[src/rtl/muldiv_unit_pkg.sv]
// rtl/muldiv_unit_pkg.sv - op codes, FSM states and operand classifiers for muldiv_unit
package muldiv_unit_pkg;

  // funct3 encodings of the RV32M instructions
  typedef enum logic [2:0] {
    MD_MUL    = 3'b000,
    MD_MULH   = 3'b001,
    MD_MULHSU = 3'b010,
    MD_MULHU  = 3'b011,
    MD_DIV    = 3'b100,
    MD_DIVU   = 3'b101,
    MD_REM    = 3'b110,
    MD_REMU   = 3'b111
  } md_op_e;

  typedef enum logic [1:0] {
    MD_IDLE = 2'b00,
    MD_CALC = 2'b01,
    MD_DONE = 2'b10
  } md_state_e;

  // rs1 is interpreted as signed; MUL is handled unsigned because its low half is sign-agnostic
  function automatic logic a_is_signed(input logic [2:0] op);
    return (op == MD_MULH) || (op == MD_MULHSU) || (op == MD_DIV) || (op == MD_REM);
  endfunction

  // rs2 is interpreted as signed (MULHSU treats rs2 as unsigned)
  function automatic logic b_is_signed(input logic [2:0] op);
    return (op == MD_MULH) || (op == MD_DIV) || (op == MD_REM);
  endfunction

endpackage

[src/rtl/muldiv_unit.sv]
// rtl/muldiv_unit.sv - iterative radix-2 RV32M multiply/divide unit with kill and divide special cases
module muldiv_unit
  import muldiv_unit_pkg::*;
#(
  parameter int XLEN = 32
) (
  input  logic            clk,
  input  logic            reset,
  input  logic            start,
  input  logic [2:0]      op,
  input  logic [XLEN-1:0] a,
  input  logic [XLEN-1:0] b,
  input  logic            kill,
  output logic            busy,
  output logic            done,
  output logic [XLEN-1:0] result
);

  localparam int               CNT_W    = $clog2(XLEN);
  localparam int               AW       = 2 * XLEN;
  localparam logic [XLEN-1:0]  INT_MIN  = {1'b1, {(XLEN-1){1'b0}}};
  localparam logic [CNT_W-1:0] CNT_LAST = CNT_W'(XLEN - 1);

  md_state_e        state_q;
  md_state_e        state_n;
  logic [CNT_W-1:0] cnt_q;
  // multiply: {partial product high, multiplier / product low}
  // divide:   {partial remainder, dividend / quotient}
  logic [AW-1:0]    acc_q;
  logic [XLEN-1:0]  opnd_q;      // multiplicand or divisor magnitude
  logic [2:0]       op_q;
  logic             neg_q;       // final result must be negated
  logic [XLEN-1:0]  result_q;

  logic             accept;
  logic             a_neg;
  logic             b_neg;
  logic [XLEN-1:0]  a_abs;
  logic [XLEN-1:0]  b_abs;
  logic             neg_in;
  logic             b_zero;
  logic             sgn_ovf;
  logic             special;
  logic [XLEN-1:0]  special_val;

  logic [XLEN:0]    hi_sum;
  logic [XLEN:0]    rem_shift;
  logic [XLEN:0]    rem_diff;
  logic [AW-1:0]    mul_next;
  logic [AW-1:0]    div_next;
  logic [AW-1:0]    step_next;
  logic [AW-1:0]    prod_signed;
  logic [XLEN-1:0]  quo_fin;
  logic [XLEN-1:0]  rem_fin;
  logic [XLEN-1:0]  final_val;

  function automatic logic [XLEN-1:0] neg_x(input logic [XLEN-1:0] v);
    return ~v + XLEN'(1);
  endfunction

  function automatic logic [AW-1:0] neg_2x(input logic [AW-1:0] v);
    return ~v + AW'(1);
  endfunction

  assign accept = start && !kill && (state_q != MD_CALC);

  // Accept-time operand magnitudes, result sign and divide special cases
  always_comb begin
    a_neg   = a_is_signed(op) && a[XLEN-1];
    b_neg   = b_is_signed(op) && b[XLEN-1];
    a_abs   = a_neg ? neg_x(a) : a;
    b_abs   = b_neg ? neg_x(b) : b;
    neg_in  = (op == MD_REM) ? a_neg : (a_neg ^ b_neg);
    b_zero  = (b == '0);
    sgn_ovf = (a == INT_MIN) && (b == '1) && !op[0];
    special = op[2] && (b_zero || sgn_ovf);
    if (b_zero) begin
      special_val = op[1] ? a : '1;
    end else begin
      special_val = op[1] ? '0 : a;
    end
  end

  // One radix-2 iteration of the shared shift datapath plus final sign fix-up
  always_comb begin
    hi_sum      = {1'b0, acc_q[AW-1:XLEN]} + (acc_q[0] ? {1'b0, opnd_q} : '0);
    mul_next    = {hi_sum, acc_q[XLEN-1:1]};
    rem_shift   = {acc_q[AW-1:XLEN], acc_q[XLEN-1]};
    rem_diff    = rem_shift - {1'b0, opnd_q};
    if (rem_diff[XLEN]) begin
      div_next = {rem_shift[XLEN-1:0], acc_q[XLEN-2:0], 1'b0};
    end else begin
      div_next = {rem_diff[XLEN-1:0], acc_q[XLEN-2:0], 1'b1};
    end
    step_next   = op_q[2] ? div_next : mul_next;
    prod_signed = neg_q ? neg_2x(mul_next) : mul_next;
    quo_fin     = neg_q ? neg_x(div_next[XLEN-1:0]) : div_next[XLEN-1:0];
    rem_fin     = neg_q ? neg_x(div_next[AW-1:XLEN]) : div_next[AW-1:XLEN];
    if (op_q[2]) begin
      final_val = op_q[1] ? rem_fin : quo_fin;
    end else if (op_q == MD_MUL) begin
      final_val = prod_signed[XLEN-1:0];
    end else begin
      final_val = prod_signed[AW-1:XLEN];
    end
  end

  // FSM state register
  always_ff @(posedge clk or negedge reset) begin
    if (!reset) begin
      state_q <= MD_IDLE;
    end else begin
      state_q <= state_n;
    end
  end

  // Next state: kill wins over everything, special cases skip CALC
  always_comb begin
    state_n = state_q;
    if (kill) begin
      state_n = MD_IDLE;
    end else begin
      case (state_q)
        MD_IDLE, MD_DONE: begin
          if (accept) begin
            state_n = special ? MD_DONE : MD_CALC;
          end else begin
            state_n = MD_IDLE;
          end
        end
        MD_CALC: begin
          if (cnt_q == '0) begin
            state_n = MD_DONE;
          end
        end
        default: state_n = MD_IDLE;
      endcase
    end
  end

  // Datapath: load on accept, iterate in CALC, capture result on entry to DONE
  always_ff @(posedge clk or negedge reset) begin
    if (!reset) begin
      cnt_q    <= '0;
      acc_q    <= '0;
      opnd_q   <= '0;
      op_q     <= '0;
      neg_q    <= 1'b0;
      result_q <= '0;
    end else if (!kill) begin
      if (accept) begin
        op_q   <= op;
        neg_q  <= neg_in;
        cnt_q  <= CNT_LAST;
        acc_q  <= {{XLEN{1'b0}}, a_abs};
        opnd_q <= b_abs;
        if (special) begin
          result_q <= special_val;
        end
      end else if (state_q == MD_CALC) begin
        acc_q <= step_next;
        cnt_q <= cnt_q - CNT_W'(1);
        if (cnt_q == '0) begin
          result_q <= final_val;
        end
      end
    end
  end

  assign busy   = (state_q == MD_CALC);
  assign done   = (state_q == MD_DONE);
  assign result = result_q;

endmodule

[config.mk]
export PLATFORM = sky130hd
export DESIGN_NAME = muldiv_unit
export DESIGN_NICKNAME = d
export VERILOG_FILES = /design/src/rtl/muldiv_unit_pkg.sv /design/src/rtl/muldiv_unit.sv
export SDC_FILE = /design/constraint.sdc
export NUM_CORES = 1
export LEC_CHECK = 0
export ABC_AREA = 1
export CAP_MARGIN = 0
export CORE_AREA = 2 2 182 184
export DETAILED_ROUTE_END_ITERATION = 8
export DIE_AREA = 0 0 184 186
export PLACE_DENSITY = 0.87
export REMOVE_ABC_BUFFERS = 1
export SLEW_MARGIN = 25
export SYNTH_ARGS = -nofsm -noshare
export SYNTH_HDL_FRONTEND = slang
export SYNTH_SLANG_ARGS = --single-unit
[constraint.sdc]
create_clock -name clk -period 3.8 [get_ports clk]
set_clock_uncertainty 0.1 [all_clocks]
set_input_delay 0.76 -clock clk [delete_from_list [all_inputs] [get_ports clk]]
set_output_delay 0.76 -clock clk [all_outputs]
set_load 0.05 [all_outputs]
### Word-level counts from Yosys, hierarchy flattened

Cells that the tools add are included.
W data, S select, Z words.

| word-level totals | value |
|---|---|
| bits in registers | 139 |
| output and inout port bits | 34 |
| word-level logic and storage cells | 86 |
| input bits | 71 |

| cells by class | value |
|---|---|
| muxes and demuxes | 28 |
| bitwise gates (word level) | 7 |
| reductions and logical operators | 25 |
| equality and inequality tests | 11 |
| add/sub/neg operators | 8 |

Operator list:

| kind | count |
|---|---|
| $mux W32 | 15 |
| $mux W64 | 5 |
| $add A32 B1 Y32 const B | 4 |
| $not A32 Y32 | 4 |
| $add A64 B1 Y64 const B | 1 |
| $eq A32 B32 Y1 const B | 2 |
| $not A64 Y64 | 1 |
| $add A32 B32 Y33 | 1 |
| $sub A33 B32 Y33 | 1 |
| $logic_not A32 Y1 | 1 |
| $mux W5 | 2 |
| $mux W2 | 4 |
| $logic_and A1 B1 Y1 | 7 |
| $eq A3 B3 Y1 const B | 2 |
| $logic_or A1 B1 Y1 | 6 |
| $logic_not A5 Y1 | 1 |
| $sub A5 B1 Y5 const B | 1 |
| $ne A2 B1 Y1 const B | 2 |
| $pmux W2 S2 | 1 |
| $reduce_and A2 Y1 | 2 |
| $reduce_and A4 Y1 | 1 |
| $reduce_bool A2 Y1 | 2 |
| $eq A3 B1 Y1 const B | 1 |
| $eq A3 B2 Y1 const B | 1 |
| other kinds (10) | 11 |

### Depth between registers and ports, before layout

| logic depth | value |
|---|---|
| depth in word-level cells | 10 |
| depth in mapped cells | 29 |
| depth with buffers taken out | 28 |

### Least setup slack after synthesis

OpenSTA, ideal clock, no wires.

| timing path | value |
|---|---|
| kind | register to register |
| start point | register acc_q[31] |
| end point | register result_q[20], in the netlist result[20] |
| arrival time | 3373 ps |
| setup slack | 204 ps |
| setup time | 123 ps |
| stages on the path, launching flop included | 29 |
| cells stage by stage | dfrtp_1 inv_1 ha_1 inv_1 fa_1 nand3_1 nand3_2 nand2_2 nand2_4 nand2_2 nand2_2 nand2_4 nand3_2 nand2_8 buf_12 nand2_4 o21ai_4 ha_1 nand3_1 nor2_2 nand2_1 nand2_1 nand3_2 nor2_2 nand2_1 nand3_1 nand3_1 nand2_1 a21oi_1 |

| between the ends | value |
|---|---|
| word-level cells in the longest chain between the ends | 10 |

RTL lines:

| element | line | RTL |
|---|---|---|
| from (decl) | muldiv_unit.sv:29 | `logic [AW-1:0] acc_q;` |
| from (signal assigned) | muldiv_unit.sv:155 | `acc_q <= {{XLEN{1'b0}}, a_abs};` |
| from (signal assigned) | muldiv_unit.sv:161 | `acc_q <= step_next;` |
| $sub A33 B32 Y33 | muldiv_unit.sv:89 | `rem_diff = rem_shift - {1'b0, opnd_q};` |
| $mux W64 | muldiv_unit.sv:90 | `if (rem_diff[XLEN]) begin` |
| $not A32 Y32 | muldiv_unit.sv:58 | `return ~v + XLEN'(1);` |
| $add A32 B1 Y32 | muldiv_unit.sv:58 |  |
| $mux W32, on equally long branches | muldiv_unit.sv:97, muldiv_unit.sv:98 |  |
| $mux W32 | muldiv_unit.sv:100 | `final_val = op_q[1] ? rem_fin : quo_fin;` |
| $mux W32 (*) | muldiv_unit.sv:99 | `if (op_q[2]) begin` |
| $mux W32 (*) | muldiv_unit.sv:163 | `if (cnt_q == '0) begin` |
| $mux W32 (*) | muldiv_unit.sv:160 | `end else if (state_q == MD_CALC) begin` |
| $mux W32 (*) | muldiv_unit.sv:151 | `if (accept) begin` |
| to (signal assigned) | muldiv_unit.sv:158 | `result_q <= special_val;` |
| to (signal assigned) | muldiv_unit.sv:164 | `result_q <= final_val;` |
| to (decl) | muldiv_unit.sv:33 | `logic [XLEN-1:0] result_q;` |

Mark *: on every way between the ends. The rest lies on a longest branch, timed or not. The select of a mux whose other input is x is not followed.
A chain may end at the register's enable or synchronous reset.

### Final worst setup path

| timing path | value |
|---|---|
| start point | register acc_q[58] |
| end point | register result_q[23], in the netlist result[23] |

| between the ends | value |
|---|---|
| word-level cells in the longest chain between the ends | 10 |

RTL lines:

| element | line |
|---|---|
| $sub A33 B32 Y33 (*) | muldiv_unit.sv:89 |
| $mux W64 (*) | muldiv_unit.sv:90 |
| $not A32 Y32 | muldiv_unit.sv:58 |
| $add A32 B1 Y32 | muldiv_unit.sv:58 |
| $mux W32, on equally long branches | muldiv_unit.sv:97, muldiv_unit.sv:98 |
| $mux W32 (*) | muldiv_unit.sv:100 |
| $mux W32 (*) | muldiv_unit.sv:99 |
| $mux W32 (*) | muldiv_unit.sv:163 |
| $mux W32 (*) | muldiv_unit.sv:160 |
| $mux W32 (*) | muldiv_unit.sv:151 |

Marked as above.

==> impl_summary.txt <==
----------------------------------------------------
[Outcome]
  Status ... completed

[Min path]
  Class of the tightest hold or removal check ... in -> async

[Clocking]
  Hold-fix buffers, CTS ... 0
  Max clock buf depth ... 2
  Clock tree from TritonCTS ... built
  Clock-pin slew reported for the worst setup and hold paths after clock tree synthesis ... 0.07 ns
  Root buffer cell ... clkbuf_16
  Number of clock sinks ... 139
  Total CTS buffers ... 17
  H-Tree Depth ... 4
  Clock latency on the worst-skew pair ... 0.47 ns

[Placed design]
  Worst slack at placement ... -0.239 ns
  IO buf count ... 104
  Instance count after placement with tap cells included ... 3,790
  Detailed-placement wirelength estimate ... 60,900 um
  Global placement routability congestion ... 1.05

[Synthesis]
  Mean Syn Cell Area ... 5.72 sq um
  Yosys Warn Count ... 0
  Number of distinct library cells after synthesis ... 58
  Asr flop ratio synth ... 100%
  Number of enable-type register cells in the synthesized netlist ... 0
  Commonest register cell after synthesis ... dfrtp_1
  Simple-Gate Fraction of Synth Area ... 38.3%
  Register area share after synthesis ... around a fifth
  Adder-Cell Fraction of Synth Area ... under 10%
  Xor and xnor fraction of the mapped netlist area ... between 4 and 5%
  Number of storage elements in the synthesis netlist ... between 100 and 150
  Share of the synthesized area in compound gates (AO/OA/AOI/OAI) ... around a fifth
  Post-Syn Instances ... 3,117
  Netlist Area Pre-Place ... 17,800 sq um
  Fraction of synthesized area in multiplexers ... 0%
  Combinational family with the most area after synthesis ... simple AND/OR/NAND/NOR gates

[Drt]
  Via Count ... approximately 23,000
  Number of antenna-violating nets in the routed design ... 0
  Per-cell via count in the routed design ... just over 6
  First-iteration detailed-routing DRC count ... between 3,000 and 4,000
  First-pass detailed-route iteration total ... 6
  DRC Markers ... 0
  Routed wire length per instance ... 20.4 um
  Sum of routed wire length over all layers ... 78,000 um

[Die]
  Die outline area ... approximately 34,000 sq um
  DIE HEIGHT ... roughly 190 um
  Number of core rows ... 66
  Width of the chip ... 184 um
  Initial core utilization ... 55.4%
  Number of top-level pins ... approximately 110
  Std-Cell Core Area ... 32,200 sq um

[Timing]
  Number of pins exceeding their max-slew limit in the final report ... 0
  Final setup fails ... 0
  Number of endpoints with negative hold slack in the final report ... 0
  Timing-limited maximum frequency ... 0.266 GHz
  Aggregate negative setup slack ... 0 ns
  Final Cycle Share ... 98.8%
  Tightest hold margin ... 0.177 ns
  Slew at the pin closest to its max-slew limit ... around 0.9 ns
  Worst slew margin ... 40.0%
  Minimum clock period ... 3.75 ns
  Post-route setup slack ... about 0.047 ns
  Setup repair after global routing missed its margin ... true

[Final layout]
  Share of the core filled with cells in the final layout ... just under 70%
  Count of antenna diodes in the layout ... 0
  Layout cells sized above 1 ... approximately 15%
  Fill cell total of the finished layout ... 2,909
  Net count, final ... 3,555
  Area delta synth->final ... 25.3%
  Non-filler cells in the finished layout ... ~3,800

[Global routing]
  First-pass GRT wire length ... between 100,000 and 150,000 um
  GRT Residual Overflow ... 0
  Largest net degree at the start of global routing ... about 110
  Initial antenna violation count ... 0
  Vias in the first global route ... 21,300
  GRT Util Overall ... 44.8%

[Worst setup path]
  CP Capture Type ... flop
  Setup crit start kind ... flop
  Reg2Reg Depth ... 23
  Critical path required time ... 4.09 ns
  Largest driver fanout on the critical path ... 14
  R2R setup slack ... 0.05 ns
  CP Data Arrival Time ... 4.04 ns
  Critical path class ... reg -> reg
  R2r endpoint ... result[23]$_DFFE_PN0P_
  Source of the worst register-to-register timing path ... acc_q[58]$_DFFE_PN0P_

[Power]
  Leakage ... 0.0113 uW
  Worst VDD drop ... a little over 0.7 mV
  Power density over cell area ... 889 nW/um^2

[Job]
  Number of maximum-capacitance constraint violations ... 0

----------------------------------------------------
-- cell usage after synthesis (12+ instances only) --
library cell	n	area share, %
a21oi_1	228	6.4
a31oi_1	18	0.63
a41oi_1	25	1.2
clkbuf_1	89	1.9
dfrtp_1	139	20
ha_1	72	5.1
inv_1	416	8.8
inv_2	12	0.25
nand2_1	862	18
nand2_2	30	1.1
nand3_1	182	5.1
nand4_1	50	1.8
nor2_1	391	8.2
nor2_2	14	0.49
nor3_1	37	1.0
o211ai_1	18	0.76
o21ai_0	255	7.2
o21ai_1	17	0.48
o22ai_1	23	0.81
xnor2_1	33	1.6
xor2_1	66	3.2
-- report_power, final --
part | leakage, uW | internal (uW) | switching (uW) | total [uW]
sequential | 0.00167 | 2030 | 652 | 2680
clock | 0.000299 | 1100 | 774 | 1870
combinational | 0.00931 | 5340 | 9970 | 15300
-- layer usage --
metal	global-route usage (%)	vias up	part of all wire (%)
li1	-	10700	-
met1	59.2	10700	40
met2	65.1	1561	41
met3	14.9	271	14
met4	22.4	0	5.4
met5	0	-	0
-- stage by stage --
stage,total power (uW),instance area [sq um]
2_1_floorplan,11100,17300
3_3_place_gp,16400,21100
4_1_cts,18500,21700
6_report,19900,22400
3_5_place_dp,16600,21100
5_1_grt,21100,22400
-- kinds of logic (layout without fill, tap and decap cells) --
kind of cell	Yosys count	count (layout)
and+or+nand+nor	1617	1617
AOI/OAI and AO/OA	636	636
buffers and inverters	552	858
DFF	139	139
xor gates and xnor gates	99	99
adders and majority gates	74	74
-- flip-flops by register name, indices dropped and copies added (netlist names) --
register and count:
cnt_q 5, state_q 2, opnd_q 32, acc_q 64, neg_q 1, op_q 3
result 32
-- cell type report --
type,count,area (sq um),share of cell area [%]
clock inverter,15,198,0.884
clock buffer,17,425,1.90
tap,408,510,2.28
multi-input combinational,2426,12800,57.3
inverter,438,1640,7.35
sequential,139,3480,15.6
timing repair buffer,388,3280,14.7
-- cell usage in the layout, fill, tap and decap left out, types with 47 or more instances in the layout --
cell type,n
nand3_1,167
clkdlybuf4s50_1,103
dfrtp_1,136
o21ai_0,246
inv_1,413
buf_4,274
nand2_1,837
nand2_2,47
nand4_1,50
xor2_1,64
a21oi_1,215
nor2_1,366
ha_1,61
-- worst max-delay path, stage by stage, from the launching register on --
cell and delay [ns]:
dfrtp_1 0.42, ha_1 0.38, nand2_2 0.13, nor2_2 0.06, nand2_1 0.21, inv_1 0.12, a21oi_4 0.31, nand3_2 0.21
nand2_8 0.15, buf_12 0.15, nand2_1 0.06, nand2_2 0.09, nand2_1 0.10, inv_1 0.08, nand2_1 0.07, nor2_2 0.19
nand3_2 0.14, nand2_4 0.13, nand2_1 0.06, nand2_1 0.07, nand3_2 0.08, nand2_1 0.10, nand2_1 0.09, a21oi_2 0.15
-- how the worst max path moves through the flow --
stage / from / slack (ns) / end
final: acc_q[58]$_DFFE_PN0P_ / 0.05 / result[23]$_DFFE_PN0P_
after global routing: acc_q[31]$_DFFE_PN0P_ / -0.09 / result[25]$_DFFE_PN0P_
after CTS: acc_q[0]$_DFFE_PN0P_ / 0.006 / result[29]$_DFFE_PN0P_
after detailed placement: b[1] / -0.24 / opnd_q[29]$_DFFE_PN0P_
after global placement: b[0] / -0.17 / result[30]$_DFFE_PN0P_
after floorplan: kill / -2.95 / result[8]$_DFFE_PN0P_
-- repair_timing --
item                       CTS  global route
pin swaps                    0            25
cloned                       0             1
buffers inserted             0             8
setup endpoints to repair    5            26
resized for setup            3           142
(Power assumes the default switching activity.)
